<file path="config.mk">
export PLATFORM = sky130hd
export DESIGN_NAME = imem_prog
export DESIGN_NICKNAME = d
export VERILOG_FILES = /design/src/rtl/imem_prog.sv
export SDC_FILE = /design/constraint.sdc
export NUM_CORES = 1
export LEC_CHECK = 0
export CORE_MARGIN = 4
export CORE_UTILIZATION = 56
export CTS_CLUSTER_DIAMETER = 30
export DETAILED_ROUTE_END_ITERATION = 8
export PLACE_DENSITY_LB_ADDON = 0.3
export SYNTH_ARGS = -nofsm -noshare
export SYNTH_HDL_FRONTEND = slang
export SYNTH_SLANG_ARGS = --single-unit
</file>
<file path="constraint.sdc">
create_clock -name clk -period 3.34 [get_ports clk]
set_input_delay 0.668 -clock clk [delete_from_list [all_inputs] [get_ports clk]]
set_output_delay 0.668 -clock clk [all_outputs]
set_load 0.05 [all_outputs]
</file>
<file path="src/rtl/imem_prog.sv">
// rtl/imem_prog.sv - loadable instruction memory with LOAD/RUN modes and a one-cycle registered fetch port
module imem_prog #(
    parameter int INSTR_W = 18,
    parameter int ADDR_W  = 8,
    parameter int DEPTH   = 8,
    parameter logic [INSTR_W-1:0] NOP_WORD = '0
) (
    input  logic               clk,
    input  logic               rst,
    input  logic               ld_start,
    input  logic               ld_en,
    input  logic [ADDR_W-1:0]  ld_addr,
    input  logic [INSTR_W-1:0] ld_data,
    input  logic               ld_last,
    output logic               ready,
    output logic [ADDR_W:0]    ld_count,
    input  logic [ADDR_W-1:0]  pc,
    input  logic               fetch_en,
    output logic [INSTR_W-1:0] instr,
    output logic               instr_valid,
    output logic               addr_err
);

    localparam int IDX_W = (DEPTH > 1) ? $clog2(DEPTH) : 1;
    localparam logic [ADDR_W:0] DEPTH_C = (ADDR_W + 1)'(DEPTH);

    typedef enum logic {
        S_LOAD = 1'b0,
        S_RUN  = 1'b1
    } state_t;

    state_t             state_q, state_d;
    logic [ADDR_W:0]    ld_count_q, ld_count_d;
    logic [INSTR_W-1:0] instr_q, instr_d;
    logic               instr_valid_q, instr_valid_d;
    logic               addr_err_q, addr_err_d;
    logic               mem_we;
    logic               ld_in_range;
    logic               pc_in_range;

    logic [INSTR_W-1:0] mem [DEPTH];

    assign ld_in_range = {1'b0, ld_addr} < DEPTH_C;
    assign pc_in_range = {1'b0, pc} < DEPTH_C;

    always_comb begin
        state_d       = state_q;
        ld_count_d    = ld_count_q;
        instr_d       = instr_q;
        instr_valid_d = instr_valid_q;
        addr_err_d    = addr_err_q;
        mem_we        = 1'b0;
        case (state_q)
            S_LOAD: begin
                instr_d       = NOP_WORD;
                instr_valid_d = 1'b0;
                addr_err_d    = 1'b0;
                if (ld_start) begin
                    ld_count_d = '0;
                end else if (ld_en) begin
                    if (ld_in_range) begin
                        mem_we = 1'b1;
                        if (ld_count_q != DEPTH_C) begin
                            ld_count_d = ld_count_q + (ADDR_W + 1)'(1);
                        end
                    end
                    // ld_last returns to RUN even when the word itself was dropped
                    if (ld_last) begin
                        state_d = S_RUN;
                    end
                end
            end
            S_RUN: begin
                if (ld_start) begin
                    state_d       = S_LOAD;
                    ld_count_d    = '0;
                    instr_d       = NOP_WORD;
                    instr_valid_d = 1'b0;
                    addr_err_d    = 1'b0;
                end else if (fetch_en) begin
                    if (pc_in_range) begin
                        instr_d       = mem[pc[IDX_W-1:0]];
                        instr_valid_d = 1'b1;
                        addr_err_d    = 1'b0;
                    end else begin
                        instr_d       = NOP_WORD;
                        instr_valid_d = 1'b0;
                        addr_err_d    = 1'b1;
                    end
                end
            end
            default: state_d = S_LOAD;
        endcase
    end

    always_ff @(posedge clk) begin
        if (rst) begin
            state_q       <= S_LOAD;
            ld_count_q    <= '0;
            instr_q       <= NOP_WORD;
            instr_valid_q <= 1'b0;
            addr_err_q    <= 1'b0;
        end else begin
            state_q       <= state_d;
            ld_count_q    <= ld_count_d;
            instr_q       <= instr_d;
            instr_valid_q <= instr_valid_d;
            addr_err_q    <= addr_err_d;
        end
    end

    // Contents are deliberately not reset so a program survives rst
    always_ff @(posedge clk) begin
        if (mem_we && !rst) begin
            mem[ld_addr[IDX_W-1:0]] <= ld_data;
        end
    end

    assign ready       = (state_q == S_RUN);
    assign ld_count    = ld_count_q;
    assign instr       = instr_q;
    assign instr_valid = instr_valid_q;
    assign addr_err    = addr_err_q;

endmodule
</file>
Yosys cells after proc, flatten, opt, wreduce, memory -nomap -nowiden. Memories as Yosys holds them, arrays and structs flattened. Index checks and enable logic that the tools add are counted.

Bits in registers: 30. Logic and storage cells: 48. Memories: 1. Output and inout port bits: 30. Input bits: 40. RAM bits: 144.

$add $sub $neg: 1. Multiplexer cells: 29. Bitwise gates (word level): 1. Eq/ne operators: 6. Reduce and logical (&&, ||, !) cells: 3. Order comparisons: 2.

Memories: mem (depth 8, width 18, read ports 1, clocked after Yosys merged registers in 0, write ports 1, RTL line 41) `logic [INSTR_W-1:0] mem [DEPTH];`.

Operators with widths (count): two-way mux 18 bit (3); two-way mux 9 bit (5); case mux 18 bit (2 select lines) (1); case mux 9 bit (2 select lines) (1); less-than comparator 8 x 4 -> 1 bit, second input constant (2); two-way mux 1 bit (16); != test 3 bit, second input constant (4); adder 9 x 1 -> 9 bit, second input constant (1); != test 9 x 4 -> 1 bit, second input constant (1); case mux 1 bit (2 select lines) (3); AND reduction 4 bit (1); != test 2 bit, second input constant (1); logical AND 1 bit (1); zero test 1 bit (1); NOT 1 bit (1).

Logic depth before layout (Yosys ltp).
Depth in word-level cells: 8. Depth in mapped cells: 6. Mapped depth without buffers: 6.

Worst setup path before layout. No wires, ideal clock.

Path type: input -> register. From: in ld_addr[4]. To: mem mem[0][0] (enable). Path buffers: 0. Setup time: 0.416 ns. Arrival time: 2.647 ns. Stages: 3. Path slack: 0.277 ns. Data required time: 2.924 ns. Path through: nor4b_4 nand4b_1 nor3_1.

Cells in the longest elaborated chain, start to end: 8.

Ends and longest elaborated chain: start, declared (RTL line 12) `input logic [ADDR_W-1:0] ld_addr,`; less-than comparator 8 x 4 -> 1 bit (RTL line 43) `assign ld_in_range = {1'b0, ld_addr} < DEPTH_C;`; two-way mux 1 bit (RTL line 61) `if (ld_in_range) begin`; two-way mux 1 bit (RTL line 60) `end else if (ld_en) begin`; two-way mux 1 bit (RTL line 58) `if (ld_start) begin`; two-way mux 1 bit (RTL line 53) `case (state_q)`; logical AND 1 bit (RTL line 114) `if (mem_we && !rst) begin`; two-way mux 1 bit (RTL line 114); two-way mux 1 bit (not written as such) (RTL line 115) `mem[ld_addr[IDX_W-1:0]] <= ld_data;`; end, declared (RTL line 41).

No other way between the ends.

Worst setup path in the final report.
From: reg ld_count_q[2], in the netlist ld_count[2]. To: out ld_count[2].

RTL lines: start, declared (RTL line 33) `logic [ADDR_W:0] ld_count_q, ld_count_d;`; start signal, assigned (RTL line 105) `ld_count_q <= ld_count_d;`; end, declared (RTL line 16) `output logic [ADDR_W:0] ld_count,`.

No word-level cell between the ends.

==> results.md <==
* Worst reg-to-reg path cell count at 4
* Seq cells post-synth at around 170
* Main synth FF type: edfxtp_1
* Synth async-reset ratio at 0%
* Post-synth EDFFs at 144
* Worst Skew at about 0.011 ns
* RSZ-0062 raised after global routing: false
* First-pass GRT wire length at between 20 and 25 mm
* Core area at ~11000 sq um
* CP bufs+invs at 1
* Slowest-stage cell, CP: clkdlybuf4s50_1
* # diodes at 0
* Slew Limit Fails at 0
* Routed len/inst at 21.9 um
* Final min period at 2.47 ns
* H-tree depth at 4
* Post-synth top cells: edfxtp_1 (144), mux4_2 (36), dfxtp_1 (30), nand2_1 (21), mux2i_1 (19)
* Met1 Usage GRT at 27.7%
* Crit path max-delay family: buffers and inverters
* Vias in the first global route at 3539
* Routed vias at 3511
* Die ar. at 13600 sq um
* Met2 usage at between 30% and 40%
* Worst-Margin Slew at around 0.85 ns
* Layout cells sized above 1 at ~20%
* Fillers at 703
* CTS tree: built
* Most area-hungry cell type in the Yosys netlist: edfxtp_1
* Initial Utilization at a little under three fifths
* Drt pass-1 iters at 4
* Worst-path maximum fanout at 6
* Buffers on Ports at 69
* Final hold vios at 0
* Synth warn at 0
* Reg2Reg Launch Point: ready$_SDFF_PP0_
* Synth top area share at around 66%
* Clock transition at path regs at about 0.070 ns
* Vias/cell at ~6
* Die height at roughly 120 um
* Status: finished clean
* Critical path data arrival time at about 1.8 ns
* Syn avg cell area at approximately 19 sq um
* CTS sink count at 174
* Setup violators final at 0
* MaxCap Viol Count at 0
* Distinct cells, synth at 40
* Crit. End Element: output port
* Largest net degree at the start of global routing at 37
* Root Driver: clkbuf_16
* Placer Congestion at 0.774
* Met3 Track Usage GR at approximately 6.2%
* Critical Path Max Stage Delay at 0.87 ns
* Hold-fix buffers at CTS at 0
* Hold Path Cell Cnt at 2
* P&R area growth vs syn at 22.3%
* Initial DRC count at ~230
* Post-CTS Setup Bufs at 0
* Gr usage total at roughly a fifth
* Design area at 8070 sq um
* Initial antenna violation count at 0
* Maximum VDD drop at 0.309 mV
* Clock Path Buffers at 2
* Register area share after synthesis at 74.6%
* Max-slew headroom at between 40% and 50%
* Final Routed Wirelength at around 13 mm
* DIE WIDTH at between 100 and 150 um
* Io pins at 70
* Dominant cells by area after synthesis: edfxtp_1 (66%), mux4_2 (12%), dfxtp_1 (9.1%), mux2i_1 (2.9%), o21ai_0 (1.3%)
* Top-count cell post-synth: edfxtp_1
* Mapped Cells at ~350
* CP cell instances: clkdlybuf4s50_1
* Fmax at 406 MHz
* Post-DP Area at about 7500 sq um
* Leakage at between 0.002 and 0.003 uW
* Hold Crit Class: reg -> reg
* # DRC at 0
* GRT busiest layer: met2
* Crit Path Class: reg -> out
* Startpoint Class: flop
* R2r endpoint: mem[3][17]$_DFFE_PP_
* TNS Setup at 0 ns
* Power density over cell area at about 540 nW/um^2
* Dpl hpwl at between 7 and 8 mm
* Worst-skew pair later-pin latency at 0.43 ns
* Overflow after GRT at 0
* Fin crit share at about 74%
* Critical Path RT at between 2 and 3 ns
* Hold Startpoint: instr[1]$_SDFFE_PP0P_
* TritonCTS Buffers at 17
* Worst reg-to-reg setup slack at ~1.3 ns
* Antenna-violating nets left at 0
* Syn_nets at 389
* Worst hold endpoint: instr[1]$_SDFFE_PP0P_
* FP Rows at 39
* Resized cells post-CTS at 0
* Cell area after synthesis at between 6000 and 7000 sq um
* Nets at 477
## flip-flops by register name, summed over array words and instances (netlist names)
register	flops
ready	1
instr	18
addr_err	1
instr_valid	1
mem	144
ld_count	9
## cells by family after synthesis
group                      synth area share [%]
DFF                                        74.6
and+or+nand+nor                            5.48
muxes                                      15.2
AOI/OAI and AO/OA                          2.60
buffers and inverters                      1.35
xor gates and xnor gates                  0.398
adders and majority gates                 0.379
## per-layer routing
layer,up-vias,wire length (um)
li1,1568,-
met1,1819,5340
met2,110,6800
met3,14,690
met4,0,139
met5,-,0
## power breakdown
part           switching (uW)  internal, uW
Clock                     861           975
Combinational            85.7          95.6
Sequential              0.821          2340
## per-stage QoR
stage	power (uW)	hold slack, ns	setup slack, ns	cells	utilization, %
final	4360	0.447	0.875	591	70.4
after global routing	4530	0.476	0.830	591	70.4
after CTS	4400	0.449	0.874	591	70.4
after detailed placement	2580	0.440	0.565	559	65.5
after global placement	2570	0.434	0.660	559	65.5
after floorplan	2490	0.661	0.277	347	-
## worst max-delay path by stage
stage,from,to,slack (ns),cells past startpoint
CTS,ld_count[2]$_SDFFE_PP0P_,ld_count[2],0.87,1
global route,ld_count[2]$_SDFFE_PP0P_,ld_count[2],0.83,1
finish,ld_count[2]$_SDFFE_PP0P_,ld_count[2],0.87,1
floorplan,ld_addr[4],mem[0][0]$_DFFE_PP_,0.28,3
global placement,ld_addr[4],mem[7][15]$_DFFE_PP_,0.66,5
detailed placement,ld_addr[4],mem[3][2]$_DFFE_PP_,0.56,5
## layout by cell type (no fill, tap or decap), drive strengths merged, types with 2 or more instances in the layout
cell           netlist  final
a21oi                7      7
buf                 11     15
clkbuf               3     17
clkdlybuf4s50        0     68
clkinv               0      4
clkinvlp             0      4
dfxtp               30     30
edfxtp             144    144
ha                   2      2
inv                  3     10
mux2i               19     19
mux4                36     36
nand2               21     21
nand2b               3      3
nand3                2      2
nand4                4      4
nor2                14     14
nor3                 3      3
o21ai               23     23
or2                  2      2
or3                  5      5
or4b                 2      2
xnor2                2      2
## worst register-to-register path, cell delays in order, from the launching register on
cell and delay, ns:
dfxtp_1 0.35, nor3_2 0.50, nand4_1 0.30, nor2_1 0.20, buf_4 0.34
## cell type report
type	instances	area (sq um)	area share, %
clock inverters	15	130	1.61
clock buffers	17	425	5.27
well taps	143	179	2.22
multi-input cells	156	1600	19.8
flip-flops and latches	174	4920	61.0
inverters	3	11.3	0.140
repair buffers	83	803	9.96
Note: power is estimated with default switching activity, not from simulation.
